<file path="src/rtl/seq_store_ring_if.sv">
// Signal bundle between the sequence source, seq_store_ring and the sequence RAM write port.
// master = source/RAM side, slave = seq_store_ring.
interface seq_store_ring_if #(
   parameter int SEQ_W  = 20,
   parameter int ADDR_W = 5
);
   logic              newSequence;
   logic [SEQ_W-1:0]  Sequence;
   logic              clear;
   logic [SEQ_W-1:0]  S_out;
   logic [ADDR_W-1:0] RAM_addr;
   logic              RAM_W;
   logic              busy;
   logic              full;
   logic [ADDR_W:0]   count;
   logic              dropped;

   modport master (
      output newSequence, Sequence, clear,
      input  S_out, RAM_addr, RAM_W, busy, full, count, dropped
   );

   modport slave (
      input  newSequence, Sequence, clear,
      output S_out, RAM_addr, RAM_W, busy, full, count, dropped
   );
endinterface

</file>
<file path="src/rtl/seq_store_ring.sv">
// Sequence capture/store engine: writes each requested sequence to the next ring slot of the RAM.
// Build option SEQ_STORE_OVERWRITE_EN: when full, overwrite the oldest slot instead of dropping.
module seq_store_ring #(
   parameter int SEQ_W  = 20,
   parameter int ADDR_W = 5,
   parameter int DEPTH  = 32
) (
   input logic             clk,
   input logic             rst,
   seq_store_ring_if.slave bus
);

   localparam logic [ADDR_W:0]   DEPTH_CNT = (ADDR_W+1)'(DEPTH);
   localparam logic [ADDR_W-1:0] LAST_PTR  = ADDR_W'(DEPTH - 1);

`ifdef SEQ_STORE_OVERWRITE_EN
   localparam bit OVERWRITE = 1'b1;
`else
   localparam bit OVERWRITE = 1'b0;
`endif

   typedef enum logic [1:0] {
      IDLE,
      CATCH,
      WRITE
   } state_t;

   state_t            state;
   state_t            state_next;
   logic [SEQ_W-1:0]  captured;
   logic [ADDR_W-1:0] wr_ptr;
   logic              accept;
   logic              refuse;

   assign accept = bus.newSequence && (!bus.full || OVERWRITE);
   assign refuse = bus.newSequence &&  bus.full && !OVERWRITE;

   always_ff @(posedge clk or negedge rst) begin
      if (!rst) state <= IDLE;
      else      state <= state_next;
   end

   always_comb begin
      // NOTE: state_next gets a default before the case so no path leaves it unassigned (no latch).
      state_next = state;
      case (state)
         IDLE:    if (accept) state_next = CATCH;
         CATCH:   state_next = WRITE;
         WRITE:   state_next = IDLE;
         default: state_next = IDLE;
      endcase
      if (bus.clear) state_next = IDLE;
   end

   // NOTE: captured has no reset; it is always reloaded in CATCH before WRITE reads it.
   always_ff @(posedge clk) begin
      if (state == CATCH && !bus.clear) captured <= bus.Sequence;
   end

   always_ff @(posedge clk or negedge rst) begin
      if (!rst) begin
         wr_ptr       <= '0;
         bus.S_out    <= '0;
         bus.RAM_addr <= '0;
         bus.RAM_W    <= 1'b0;
         bus.busy     <= 1'b0;
         bus.full     <= 1'b0;
         bus.count    <= '0;
         bus.dropped  <= 1'b0;
      end else begin
         // NOTE: non-blocking throughout, so every branch below reads pre-edge register values.
         bus.RAM_W   <= 1'b0;
         bus.dropped <= 1'b0;
         bus.busy    <= (state_next != IDLE);
         if (bus.clear) begin
            // S_out/RAM_addr intentionally keep their last values across a flush.
            wr_ptr    <= '0;
            bus.count <= '0;
            bus.full  <= 1'b0;
         end else begin
            case (state)
               IDLE: begin
                  if (refuse) bus.dropped <= 1'b1;
               end
               WRITE: begin
                  bus.RAM_W    <= 1'b1;
                  bus.S_out    <= captured;
                  bus.RAM_addr <= wr_ptr;
                  wr_ptr       <= (wr_ptr == LAST_PTR) ? '0 : wr_ptr + 1'b1;
                  if (bus.count != DEPTH_CNT) begin
                     bus.count <= bus.count + 1'b1;
                     bus.full  <= (bus.count + 1'b1 == DEPTH_CNT);
                  end
               end
               default: ;
            endcase
         end
      end
   end

endmodule

</file>
<file path="src/flat_wrapper.sv">
// flat-port wrapper written by rule: the top's interface ports become plain ports
module seq_store_ring_flat 
#(
   parameter int SEQ_W  = 20,
   parameter int ADDR_W = 5,
   parameter int DEPTH  = 32
)
  (clk, rst, bus_newSequence, bus_Sequence, bus_clear, bus_S_out, bus_RAM_addr, bus_RAM_W, bus_busy, bus_full, bus_count, bus_dropped);
  seq_store_ring_if #(.SEQ_W(SEQ_W), .ADDR_W(ADDR_W)) bus_i ();
  input logic clk;
  input logic rst;
  input wire logic [$bits(bus_i.newSequence)-1:0] bus_newSequence;
  input wire logic [$bits(bus_i.Sequence)-1:0] bus_Sequence;
  input wire logic [$bits(bus_i.clear)-1:0] bus_clear;
  output wire logic [$bits(bus_i.S_out)-1:0] bus_S_out;
  output wire logic [$bits(bus_i.RAM_addr)-1:0] bus_RAM_addr;
  output wire logic [$bits(bus_i.RAM_W)-1:0] bus_RAM_W;
  output wire logic [$bits(bus_i.busy)-1:0] bus_busy;
  output wire logic [$bits(bus_i.full)-1:0] bus_full;
  output wire logic [$bits(bus_i.count)-1:0] bus_count;
  output wire logic [$bits(bus_i.dropped)-1:0] bus_dropped;
  assign bus_i.newSequence = bus_newSequence;
  assign bus_i.Sequence = bus_Sequence;
  assign bus_i.clear = bus_clear;
  assign bus_S_out = bus_i.S_out;
  assign bus_RAM_addr = bus_i.RAM_addr;
  assign bus_RAM_W = bus_i.RAM_W;
  assign bus_busy = bus_i.busy;
  assign bus_full = bus_i.full;
  assign bus_count = bus_i.count;
  assign bus_dropped = bus_i.dropped;
  seq_store_ring #(.SEQ_W(SEQ_W), .ADDR_W(ADDR_W), .DEPTH(DEPTH)) u_core (.clk(clk), .rst(rst), .bus(bus_i));
endmodule
</file>
<file path="config.mk">
export PLATFORM = sky130hd
export DESIGN_NAME = seq_store_ring_flat
export DESIGN_NICKNAME = d
export VERILOG_FILES = /design/src/rtl/seq_store_ring_if.sv /design/src/rtl/seq_store_ring.sv /design/src/flat_wrapper.sv
export SDC_FILE = /design/constraint.sdc
export NUM_CORES = 1
export LEC_CHECK = 0
export ABC_AREA = 1
export BUFFER_PORTS_ARGS = -buffer_cell sky130_fd_sc_hd__buf_2
export CAP_MARGIN = 30
export CORE_ASPECT_RATIO = 1.5
export CORE_UTILIZATION = 47
export CTS_CLUSTER_DIAMETER = 200
export CTS_CLUSTER_SIZE = 40
export DETAILED_ROUTE_END_ITERATION = 10
export HOLD_SLACK_MARGIN = 0.05
export PLACE_DENSITY = 0.83
export REMOVE_ABC_BUFFERS = 1
export SKIP_LAST_GASP = 1
export SLEW_MARGIN = 20
export SYNTH_ARGS = -nofsm -noshare
export SYNTH_HDL_FRONTEND = slang
export SYNTH_SLANG_ARGS = --single-unit
export TNS_END_PERCENT = 20
</file>
<file path="constraint.sdc">
create_clock -name clk -period 2.25 [get_ports clk]
set_input_delay 0.225 -clock clk [delete_from_list [all_inputs] [get_ports clk]]
set_output_delay 0.225 -clock clk [all_outputs]
set_load 0.01 [all_outputs]
</file>
# Yosys cells after proc, flatten, opt, wreduce, memory -nomap -nowiden
# Index checks and enable logic that the tools add are counted.
# totals
reg_bits	62
latchBits	0
ramBits	0
romBits	0
in_bits	24
output_inout_bits	35
elab_cells	46
mem_count	0
# classes
add_sub_neg	2
n_mul	0
n_div	0
n_lt_le_gt_ge	0
n_eq_ne	5
shifts	0
n_mux	17
bitwise	1
reduce_logical	11
# op_table
cell	count
$mux W6	3
$mux W5	3
$mux W1	8
$add A6 B1 Y6 const B	1
$eq A6 B6 Y1 const B	1
$ne A6 B6 Y1 const B	1
$reduce_bool A2 Y1	3
$add A5 B1 Y5 const B	1
$eq A5 B5 Y1 const B	1
$mux W2	2
$pmux W2 S2	1
$reduce_and A2 Y1	2
$logic_and A1 B1 Y1	3
$eq A2 B1 Y1 const B	1
$eq A2 B2 Y1 const B	1
$logic_not A1 Y1	2
$logic_not A2 Y1	1
$not A1 Y1	1

# Longest topological paths before layout
# Gate-level depths: netlist of the first run.
# depth
word_depth	6
depth_mapped	9
ltp_nobuf	9

# Least setup slack after synthesis of the first run
# OpenSTA, ideal clock, no wires.
# synth_timing
path_kind	reg-to-reg
start	register u_core.state[1]
end	register u_core.captured[0] (enable)
setup_ps	424
arrival_ps	1890
required_ps	1826
slack_ps	-64
stages_incl_launch_ff	2
path_buffers	0
synth_period_minus_slack_ps	2314
path_cell_list	dfrtp_1 nor3_1
# synth_via
elab_chain_cells	2
# synth_rtl
element	line	text
start, declared	seq_store_ring.sv:28	state_t state;
start signal, assigned	seq_store_ring.sv:40	else state <= state_next;
$eq A2 B1 Y1	seq_store_ring.sv:57	if (state == CATCH && !bus.clear) captured <= bus.Sequence;
$logic_and A1 B1 Y1	seq_store_ring.sv:57	
end signal, assigned	seq_store_ring.sv:57	
end, declared	seq_store_ring.sv:30	logic [SEQ_W-1:0] captured;
# Every way passes these cells.
# A chain may end at the register's enable or synchronous reset.

# Worst setup path in the final report of the first run
# layout_timing
start	register u_core.state[0]
end	register u_core.bus.full
# layout_via
elab_chain_cells	3
# layout_rtl
element	line	text
$eq A2 B2 Y1	seq_store_ring.sv:81	case (state)
$reduce_bool A2 Y1 (no line)	n/a	
$reduce_and A2 Y1 (no line)	n/a	
end signal, assigned	seq_store_ring.sv:92	bus.full <= (bus.count + 1'b1 == DEPTH_CNT);
end, declared	seq_store_ring_if.sv:25	output S_out, RAM_addr, RAM_W, busy, full, count, dropped
# Every way passes these cells.

==> reports/qor.txt, run 1 <==
run status: finished, final reports clean
antenna violations before repair: 0
Syn Std Cell Area: 2410 um^2
cts bufs inserted: 9
Max Cap Viol: 0
Synth top area share: 43.6%
crit-path max cell delay: 0.39 ns
n_diodes: 0
Buffers on Ports: 58
Hold Crit Depth: 1
Worst Path Arrival: 1.68 ns
clk_lat worst skew: 0.32 ns
die area: 5430 um^2
Required @ worst endpoint: 2.51 ns
Synth cell types: 21
layout cells sized above 1: 26.7%
vias per cell: 4.60
Final Non-Filler Cells: 366
Switch Pwr: 608 uW
CP Launch Type: flip-flop
sw frac: 25.3%
drt first pass iters: 4
r2r endpoint: u_core.bus.full
Slew Limit Fails: 0
Final GP Congestion: 0.803
post-layout util: 60.8%
sequential-to-total area share from yosys stat: 68.5%
largest net degree at the start of global routing: 43
clock tree buffer depth: 2
CTS root buf: clkbuf_8
Int Power: 1800 uW
antenna viol nets, final: 0
list of most frequent post-synthesis cells: nand2_1 (89), dfrtp_1 (42), edfxtp_1 (20), inv_1 (14), o21ai_0 (10)
R2R cell count: 7
post_cts resized: 0
P&R area growth vs syn: 23.2%
Logic pwr share: 12.6%
# clock sinks: 62
unrepaired setup endpoints after global routing: false
CTS tree: built
final setup violation count: 0
Worst Max-Slew Pin Slew: 0.494 ns
syn_area_per_cell: 10.7 um^2
Final min period: 1.41 ns
Fmax: 708 MHz
Final period util: 62.7%
Post-synth top flop: dfrtp_1
total track usage: 18.6%
clock skew: 0.00752 ns
clock share of power: 32.3%
Synth area leader: dfrtp_1
Starting Density: 49.4%
DRC viols: 0
worst hold path type: primary input to flip-flop
vias in the first global route: 1,664
Syn Inst Count: 225
relative slew slack: 67.1%
Hold Vio Cnt, Final: 0
reg-to-reg startpoint: u_core.state[0]
Hold Crit Start: bus_Sequence[16]
Most common cell on crit path: nand2_1
HPWL after DPL: 2850 um
first-pass GRT wire length: 7300 um
fin nets: 324
DRT Wirelength: 4330 um
Async SR Flop Fraction: 67.7%
Die Ht: 89.7 um
critical path fanouts, max: 29
yosys warns: 0
Tot Pwr: 2410 uW
top-count cell post-synth: nand2_1
Crit Path Class: flip-flop to flip-flop
global route overflow: 0
vias after detailed routing: 1,685
cells along the critical path: inv_2 -> nand3_2 -> inv_2 -> nand2_1 -> nor2_1 -> nand2_1 -> nand2_1
Leakage: 0.00149 uW
Flop pwr share: 55.1%
Fin Setup TNS: 0 ns
worst hold endpoint: u_core.captured[16]
Wirelength per Cell: 11.8 um
io pins: 59
CTS H-tree lvls: 3
power per cell area: 810 nW/um^2
Seq cells post-synth: 62
Reg2Reg Setup Slack: 0.84 ns
Peak VDD IR: 539 uV
DIE WIDTH: 60.5 um
slowest CP cell: dfrtp_1
Detailed Route Iter0 Violations: 83
top post-synthesis cells by area: dfrtp_1 (44%), edfxtp_1 (25%), nand2_1 (14%), ha_1 (2.6%), inv_1 (2.2%)
core area: 4890 um^2
EDFF count, synth: 20
Worst-path clk slew: 0.06 ns
crit end category: flip-flop
Cell Rows: 31
number of instances in the placed design: 345
-- through the flow --
step	cell area (um^2)	setup slack [ns]	hold slack, ns
3_5_place_dp	2750	0.827	0.403
3_3_place_gp	2750	0.899	0.402
6_report	2970	0.838	0.0714
2_1_floorplan	2360	-0.0639	-0.0706
4_1_cts	2900	0.823	0.0544
5_1_grt	2970	0.705	0.0498
-- metal layers --
layer | track usage [%] | part of all wire (%)
met5 | 0 | 0
met4 | 8.14 | 1.3
met3 | 6.62 | 3.5
met2 | 29.6 | 52
met1 | 22.0 | 43
-- worst max path at each step --
stage | cells after the start | endpoint | from
after floorplan | 1 | u_core.captured[0] | u_core.state[1]
after global placement | 6 | u_core.wr_ptr[3] | u_core.wr_ptr[0]
after detailed placement | 7 | u_core.bus.full | u_core.state[0]
after CTS | 7 | u_core.bus.full | u_core.state[0]
after global routing | 7 | u_core.bus.full | u_core.state[0]
final | 7 | u_core.bus.full | u_core.state[0]
-- placed cells by master, fill, tap and decap left out, drive strengths merged --
cell	count
dlygate4sd3	4
nand3	11
clkinv	3
ha	5
nor2	9
clkbuf	13
xor2	2
dfrtp	42
inv	18
nor3	3
o21ai	13
edfxtp	20
nand4	1
xnor2	1
nand2	89
or2	2
o22ai	3
buf	61
-- repair_timing --
item,4_1_cts,5_1_grt
setup buffers,0,0
hold endpoints to repair,0,22
hold buffers,0,4
-- cells by family after synthesis --
logic type      share of synthesized area [%]
buf+inv                                  5.03
xor+xnor                                 1.09
compound gates                           3.48
fa+ha+maj                                2.59
flops                                    68.5
simple gates                             19.3
-- sequential cells by signal (all words and copies together), names as in the netlist --
signal,cells
u_core.bus.S_out,20
u_core.wr_ptr,5
u_core.state,2
u_core.captured,20
u_core.bus.RAM_addr,5
u_core.bus.RAM_W,1
u_core.bus.count,6
u_core.bus.busy,1
u_core.bus.dropped,1
u_core.bus.full,1
-- power groups by stage --
stage | registers [uW] | logic [uW] | clock network, uW
global placement | 1350 | 289 | 0
floorplan | 1390 | 93.4 | 0
detailed placement | 1350 | 298 | 0
CTS | 1330 | 299 | 800
global route | 1340 | 344 | 844
finish | 1330 | 303 | 776
-- cell type report --
| cell class | instances | area [um^2] |
|---|---|---|
| inverters | 18 | 67.6 |
| flip-flops and latches | 62 | 1650 |
| multi-input cells | 139 | 644 |
| clock buffers | 13 | 139 |
| clock inverters | 3 | 13.8 |
| repair buffers | 65 | 373 |
| fillers | 439 | 1920 |
| well taps | 66 | 82.6 |
-- critical path, delay by kind of cell, from the launching register on --
kind          cells  cell delay [ns]
simple gates      5             0.50
buf+inv           2             0.46
flops             1             0.39
Note: power is estimated with default switching activity, not from simulation.
==> run 2, diff against run 1 <==
==> constraint.sdc (replaced) <==
create_clock -name clk -period 1.2 [get_ports clk]
set_input_delay 0.12 -clock clk [delete_from_list [all_inputs] [get_ports clk]]
set_output_delay 0.12 -clock clk [all_outputs]
set_load 0.01 [all_outputs]
==> run 2 against run 1 <==
The flow now finishes with violations (negative setup slack). Clock skew increased by 0.00059 ns. Core utilization increased by 8.1 points. Final cell count increased by 8.2%. Non-clock buffer count increased by 30. Clock power increased by 130%. Final area increased by 13%. Maximum frequency increased by 8.5%. Sequential share of layout area decreased by 6.5 points. Critical endpoint is now u_core.wr_ptr[2].
==> reports/qor.txt, run 2 (synthesis results as in run 1) <==
multi-input logic area: 706 um^2 (+9.5%)
Final min period: 1.30 ns (-0.111 ns)
Fin Setup TNS: -0.598 ns (-0.598 ns)
layout cells sized above 1: 31.5% (+4.8 points)
critical path fanouts, max: 3 (-90%)
Worst Max-Slew Pin Slew: 0.244 ns (-0.250 ns)
n_diodes: 0 (unchanged)
relative slew slack: 83.6% (+17 points)
Final period util: 108% (+46 points)
Regs by FF count: u_core.bus.S_out: 20 flops, u_core.captured: 20 flops, u_core.bus.count: 6 flops
io pins: 59 (unchanged)
Cell Rows: 31 (unchanged)
HPWL after DPL: 3150 um (+10%)
Fillers: 388 (-12%)
DRT Wirelength: 5110 um (+18%)
commonest non-fill, non-tap cell in the layout: nand2_1
antenna viol nets, final: 0 (unchanged)
Slew Limit Fails: 0 (unchanged)
final setup slack of the worst path: -0.101 ns (-0.939 ns)
Hold Crit Depth: 4 (+3)
CP Launch Type: flip-flop
Peak VDD IR: 995 uV (+85%)
Crit Path Class: flip-flop to flip-flop
die area: 5430 um^2 (unchanged)
failing checks: negative setup slack
Max Cap Viol: 0 (unchanged)
global route overflow: 0 (unchanged)
Leakage: 0.00163 uW (+9.6%)
vias after detailed routing: 1,891 (+12%)
# clock sinks: 62 (unchanged)
Detailed Route Iter0 Violations: 91 (+9.6%)
clock tree buffer depth: 2 (unchanged)
register area: 1650 um^2 (about the same)
CTS H-tree lvls: 3 (unchanged)
first-pass GRT wire length: 8660 um (+19%)
fin nets: 354 (+9.3%)
clk_lat worst skew: 0.33 ns (about the same)
final setup violation count: 28 (+28)
CTS tree: built
cts bufs inserted: 9 (unchanged)
unrepaired setup endpoints after global routing: true
clock skew: 0.00811 ns (+0.000594 ns)
CTS root buf: clkbuf_8
Tot Pwr: 4900 uW (+100%)
Required @ worst endpoint: 1.46 ns (-1.05 ns)
vias per cell: 4.78 (+3.7%)
Buffers on Ports: 58 (unchanged)
Wirelength per Cell: 12.9 um (+9.2%)
antenna violations before repair: 0 (unchanged)
run status: complete, but fails checks
Worst-path clk slew: 0.07 ns (about the same)
Die Ht: 89.7 um (unchanged)
DIE WIDTH: 60.5 um (unchanged)
total track usage: 21.8% (+3.3 points)
DRC viols: 0 (unchanged)
Final GP Congestion: 0.819 (+1.9%)
P&R area growth vs syn: 39.6%
vias in the first global route: 1,965 (+18%)
Starting Density: 49.4% (unchanged)
worst hold path type: primary input to flip-flop
Fmax: 769 MHz (+8.5%)
Worst Path Arrival: 1.56 ns (-0.12 ns)
largest net degree at the start of global routing: 43 (unchanged)
core area: 4890 um^2 (unchanged)
power per cell area: 1450 nW/um^2 (+80%)
R2R cell count: 6 (-1)
crit end category: flip-flop
drt first pass iters: 4 (unchanged)
most frequent cells in the layout: nand2_1 (87), buf_2 (58), dfrtp_1 (41)
Hold Vio Cnt, Final: 0 (unchanged)
==> run 2: cell type report <==
| class | count | area share, % |
|---|---|---|
| Inverter | 18 | 2.15 |
| Tap cell | 66 | 2.45 |
| Clock buffer | 12 | 4.31 |
| Clock inverter | 4 | 1.37 |
| Multi-Input combinational cell | 139 | 21.0 |
| Timing Repair Buffer | 95 | 19.7 |
| Sequential cell | 62 | 49.1 |
==> run 2: final timing paths <==
check                                    startpoint              endpoint  slack [ns]
worst max-delay path               u_core.wr_ptr[0]      u_core.wr_ptr[2]       -0.10
worst min-delay path                      bus_clear      u_core.wr_ptr[0]        0.19
worst max register to register     u_core.wr_ptr[0]      u_core.wr_ptr[2]       -0.10
max in group asynchronous                       rst   u_core.bus.count[0]        0.69
min in group asynchronous                       rst   u_core.bus.S_out[8]        0.29
worst min register to register  u_core.captured[13]  u_core.bus.S_out[13]        0.44
==> run 2: per-stage QoR <==
| stage | hold slack, ns | cell area, um^2 | cells | setup slack (ns) | util [%] |
|---|---|---|---|---|---|
| after floorplan | -0.176 | 2360 | 219 | -1.11 | - |
| after global placement | 0.107 | 2870 | 356 | -0.0809 | 58.8 |
| after detailed placement | 0.110 | 2870 | 356 | -0.135 | 58.8 |
| after CTS | 0.165 | 3340 | 396 | -0.0831 | 68.3 |
| after global routing | 0.181 | 3370 | 396 | -0.135 | 68.9 |
| final | 0.189 | 3370 | 396 | -0.101 | 68.9 |
==> run 2: worst max-delay path: stages, from the launching register on <==
cell,delay (ns)
dfrtp_1,0.39
ha_2,0.19
nand2_1,0.07
nor2_1,0.04
ha_2,0.17
or2_4,0.25
o22ai_2,0.12
==> run 2: power breakdown <==
group          internal [uW]  switching [uW]
Sequential              2390            98.8
Clock                   1010             747
Combinational            307             354
Total                   3700            1200
==> run 2: repair_timing <==
item,in CTS,in global routing
pin swaps,5,3
endpoints found under the setup margin,32,53
hold buffers,23,0
hold endpoints to repair,65,0
buffers inserted,1,0
gates resized for setup,10,9
==> run 2: layer usage <==
layer | routed length, um | vias up | global-route usage (%) | share of wire (%)
li1 | - | 918 | - | -
met1 | 1920 | 913 | 23.6 | 37
met2 | 2860 | 51 | 37.5 | 56
met3 | 217 | 9 | 5.76 | 4.2
met4 | 116 | 0 | 11.2 | 2.3
met5 | 0 | - | 0 | 0
==> run 3, diff against run 2 <==
--- a/config.mk
+++ b/config.mk
@@ -5,7 +5,6 @@
 export SDC_FILE = /design/constraint.sdc
 export NUM_CORES = 1
 export LEC_CHECK = 0
-export ABC_AREA = 1
 export BUFFER_PORTS_ARGS = -buffer_cell sky130_fd_sc_hd__buf_2
 export CAP_MARGIN = 30
 export CORE_ASPECT_RATIO = 1.5
==> run 3 against run 2 <==
The flow still finishes with violations (negative setup slack). Non-clock buffer count is 26 higher. Clock skew decreased by 0.0036 ns. Sequential cell count did not move. Die area down 0.50%. First-iteration DRC count is 2.2% higher. Synthesized cell count fell by 7.1%. Sequential share of layout area is 3.1 points lower. Core utilization is 4.6 points higher. Clock power up 13%. Worst setup slack lost 0.19 ns. Synthesized area decreased by 0.52%.
==> reports/qor.txt, run 3 <==
critical path fanouts, max: 5 (+2)
DRC viols: 0 (unchanged)
post-layout util: 73.6% (+4.6 points)
Crit Path Class: flip-flop to flip-flop
R2R cell count: 6 (unchanged)
HPWL after DPL: 3670 um (+17%)
# clock sinks: 62 (unchanged)
P&R area growth vs syn: 49.8%
Final min period: 1.49 ns (+0.186 ns)
drt first pass iters: 4 (unchanged)
cts bufs inserted: 9 (unchanged)
io pins: 59 (unchanged)
Detailed Route Iter0 Violations: 93 (+2.2%)
core area: 4890 um^2 (unchanged)
global route overflow: 0 (unchanged)
Synth area leader: dfrtp_1
vias per cell: 4.92 (+3.0%)
syn_area_per_cell: 11.5 um^2 (+7.1%)
Fmax: 673 MHz (-12%)
Starting Density: 49.1% (-0.26 points)
final setup violation count: 61 (+120%)
GR peak layer: met2
Hold Crit Depth: 3 (-1)
antenna viol nets, final: 0 (unchanged)
Die Ht: 89.5 um (-0.26%)
vias in the first global route: 2,025 (+3.1%)
first-pass GRT wire length: 9170 um (+5.9%)
top post-synthesis cells by area: dfrtp_1 (44%), edfxtp_1 (25%), nand2_1 (13%), ha_1 (2.6%), o21ai_0 (1.3%)
Worst Path Arrival: 1.71 ns (+0.15 ns)
total track usage: 24.3% (+2.4 points)
unrepaired setup endpoints after global routing: true
GR Layer Usage met1: 27.0% (+3.4 points)
Async SR Flop Fraction: 67.7% (unchanged)
clk_lat worst skew: 0.33 ns (about the same)
power per cell area: 1430 nW/um^2 (-1.8%)
Compound-Gate Fraction of Synth Area: 4.22% (+0.75 points)
fin nets: 362 (+2.3%)
failing checks: negative setup slack
number of instances in the placed design: 356 (unchanged)
Required @ worst endpoint: 1.43 ns (-0.03 ns)
CTS tree: built
sequential-to-total area share from yosys stat: 68.8% (+0.36 points)
Final GP Congestion: 0.810 (-1.1%)
DRT Wirelength: 6090 um (+19%)
worst hold endpoint: u_core.wr_ptr[4]
Worst Max-Slew Pin Slew: 0.463 ns (+0.219 ns)
clock tree buffer depth: 2 (unchanged)
n_diodes: 0 (unchanged)
met3 Track Usage GR: 4.49% (-1.3 points)
worst hold path type: primary input to flip-flop
Max Cap Viol: 0 (unchanged)
top-count cell post-synth: nand2_1
WHS: 0.203 ns (+0.0141 ns)
largest net degree at the start of global routing: 20 (-53%)
reg-to-reg startpoint: u_core.bus.count[0]
multiplexer area fraction after synthesis: 1.30% (+1.3 points)
Syn Std Cell Area: 2400 um^2 (-0.52%)
crit-path max cell delay: 0.42 ns (+0.03 ns)
Post-Synth Simple-Gate Area: 19.1% (-0.26 points)
clock skew: 0.00451 ns (-0.00360 ns)
Synth top area share: 43.8% (+0.23 points)
most frequent cells in the layout: nand2_1 (82), buf_2 (57), dfrtp_1 (42)
Buffers on Ports: 58 (unchanged)
Post-Synth XOR/XNOR Area: 1.09% (+0.0057 points)
Leakage: 0.00182 uW (+12%)
Peak VDD IR: 950 uV (-4.6%)
Slew Limit Fails: 0 (unchanged)
Worst-path clk slew: 0.07 ns (about the same)
Cell Rows: 31 (unchanged)
Hold Vio Cnt, Final: 0 (unchanged)
list of most frequent post-synthesis cells: nand2_1 (82), dfrtp_1 (42), edfxtp_1 (20), nor2_1 (7), o21ai_0 (6)
CTS root buf: clkbuf_8
Wirelength per Cell: 15.1 um (+17%)
relative slew slack: 69.1% (-14 points)
commonest non-fill, non-tap cell in the layout: nand2_1
post-synthesis adder-cell area fraction: 2.61% (+0.014 points)
DIE WIDTH: 60.3 um (-0.25%)
Syn Inst Count: 209 (-7.1%)
CTS H-tree lvls: 3 (unchanged)
Regs by FF count: u_core.bus.S_out: 20 flops, u_core.captured: 20 flops, u_core.bus.count: 6 flops
crit end category: flip-flop
Final period util: 124% (+15 points)
Hold Crit Start: bus_clear
EDFF count, synth: 20 (unchanged)
yosys warns: 0 (unchanged)
Seq cells post-synth: 62 (unchanged)
final setup slack of the worst path: -0.287 ns (-0.186 ns)
vias after detailed routing: 1,988 (+5.1%)
antenna violations before repair: 0 (unchanged)
run status: complete, but fails checks
largest family of logic cells by synthesized area: simple AND/OR/NAND/NOR gates
layout cells sized above 1: 38.8% (+7.2 points)
cells along the critical path: inv_1 -> ha_2 -> nand3b_1 -> o21ai_4 -> o22ai_2 -> a21o_1
die area: 5400 um^2 (-0.50%)
r2r endpoint: u_core.bus.count[2]
Post-synth top flop: dfrtp_1
Final Non-Filler Cells: 404 (+2.0%)
Synth cell types: 35 (+67%)
CP Launch Type: flip-flop
grt met2 use: 41.9% (+4.4 points)
slowest CP cell: dfrtp_1
Reg2Reg Setup Slack: -0.29 ns (-0.19 ns)
[run 3: changes by cell type in the layout (fill, tap and decap cells not counted), sizes merged, moves of 3 or more]
cell / previous run / this run
nor3b: 0 / 3
nand2: 89 / 82
inv: 17 / 3
nand3: 11 / 3
buf: 72 / 100
o21ai: 13 / 8
[run 3: report_power, final]
group	switching [uW]	internal (uW)	total, uW
combinational	352	326	678
sequential	95.9	2380	2480
clock	758	1220	1980
total	1210	3930	5140
[run 3: repair_timing]
item	in CTS	in global routing
hold buffers	21	0
setup endpoints to repair	61	62
pin swaps	8	2
buffers inserted	4	7
cloned	0	0
resized for setup	19	8
hold endpoints to repair	36	0
[run 3: cell type report]
class                           instances  area (um^2)
Sequential cell                        62         1650
Multi-Input combinational cell        135          752
Tap cell                               66         82.6
Inverter                                4         20.0
Timing Repair Buffer                  121          873
Clock inverter                          4         70.1
Fill cell                             358         1290
Clock buffer                           12          145
[run 3: kinds of logic (layout without fill, tap and decap cells)]
logic type      Yosys count  in the layout
mux                       3              3
xor+xnor                  3              3
buf+inv                  12            141
flops                    62             62
simple gates            108            108
compound gates           16             16
fa+ha+maj                 5              5
[run 3: worst max-delay path by stage]
stage | start | endpoint | slack [ns] | cells past startpoint
final | u_core.bus.count[0] | u_core.bus.count[2] | -0.29 | 6
after global routing | u_core.bus.count[0] | u_core.bus.count[2] | -0.37 | 6
after detailed placement | u_core.wr_ptr[0] | u_core.wr_ptr[2] | -0.31 | 6
after CTS | u_core.bus.count[0] | u_core.bus.count[2] | -0.20 | 6
after floorplan | u_core.state[1] | u_core.captured[0] | -1.19 | 1
after global placement | u_core.bus.count[2] | u_core.bus.count[2] | -0.23 | 4
[run 3: worst max-delay path, delay by kind of cell, from the launching register on]
kind,cells,cell delay (ns)
buffers and inverters,1,0.10
AND/OR/NAND/NOR,1,0.17
AO/OA/AOI/OAI,3,0.51
flip-flops,1,0.42
adder cells (fa/ha/maj),1,0.17
[run 3: routing by layer]
| layer | wire [um] | share of wire, % |
|---|---|---|
| met5 | 0 | 0 |
| met4 | 138 | 2.3 |
| met3 | 186 | 3.1 |
| met2 | 3380 | 55 |
| met1 | 2390 | 39 |
[run 3: stage by stage]
step	TNS (ns)	cell area, um^2	power, uW	setup slack (ns)
after floorplan	-43.14	2350	2770	-1.19
after global routing	-10.25	3590	5350	-0.372
after CTS	-4.79	3520	5150	-0.196
final	-6.84	3590	5140	-0.287
after detailed placement	-7.20	2980	3120	-0.314
after global placement	-4.53	2980	3080	-0.226
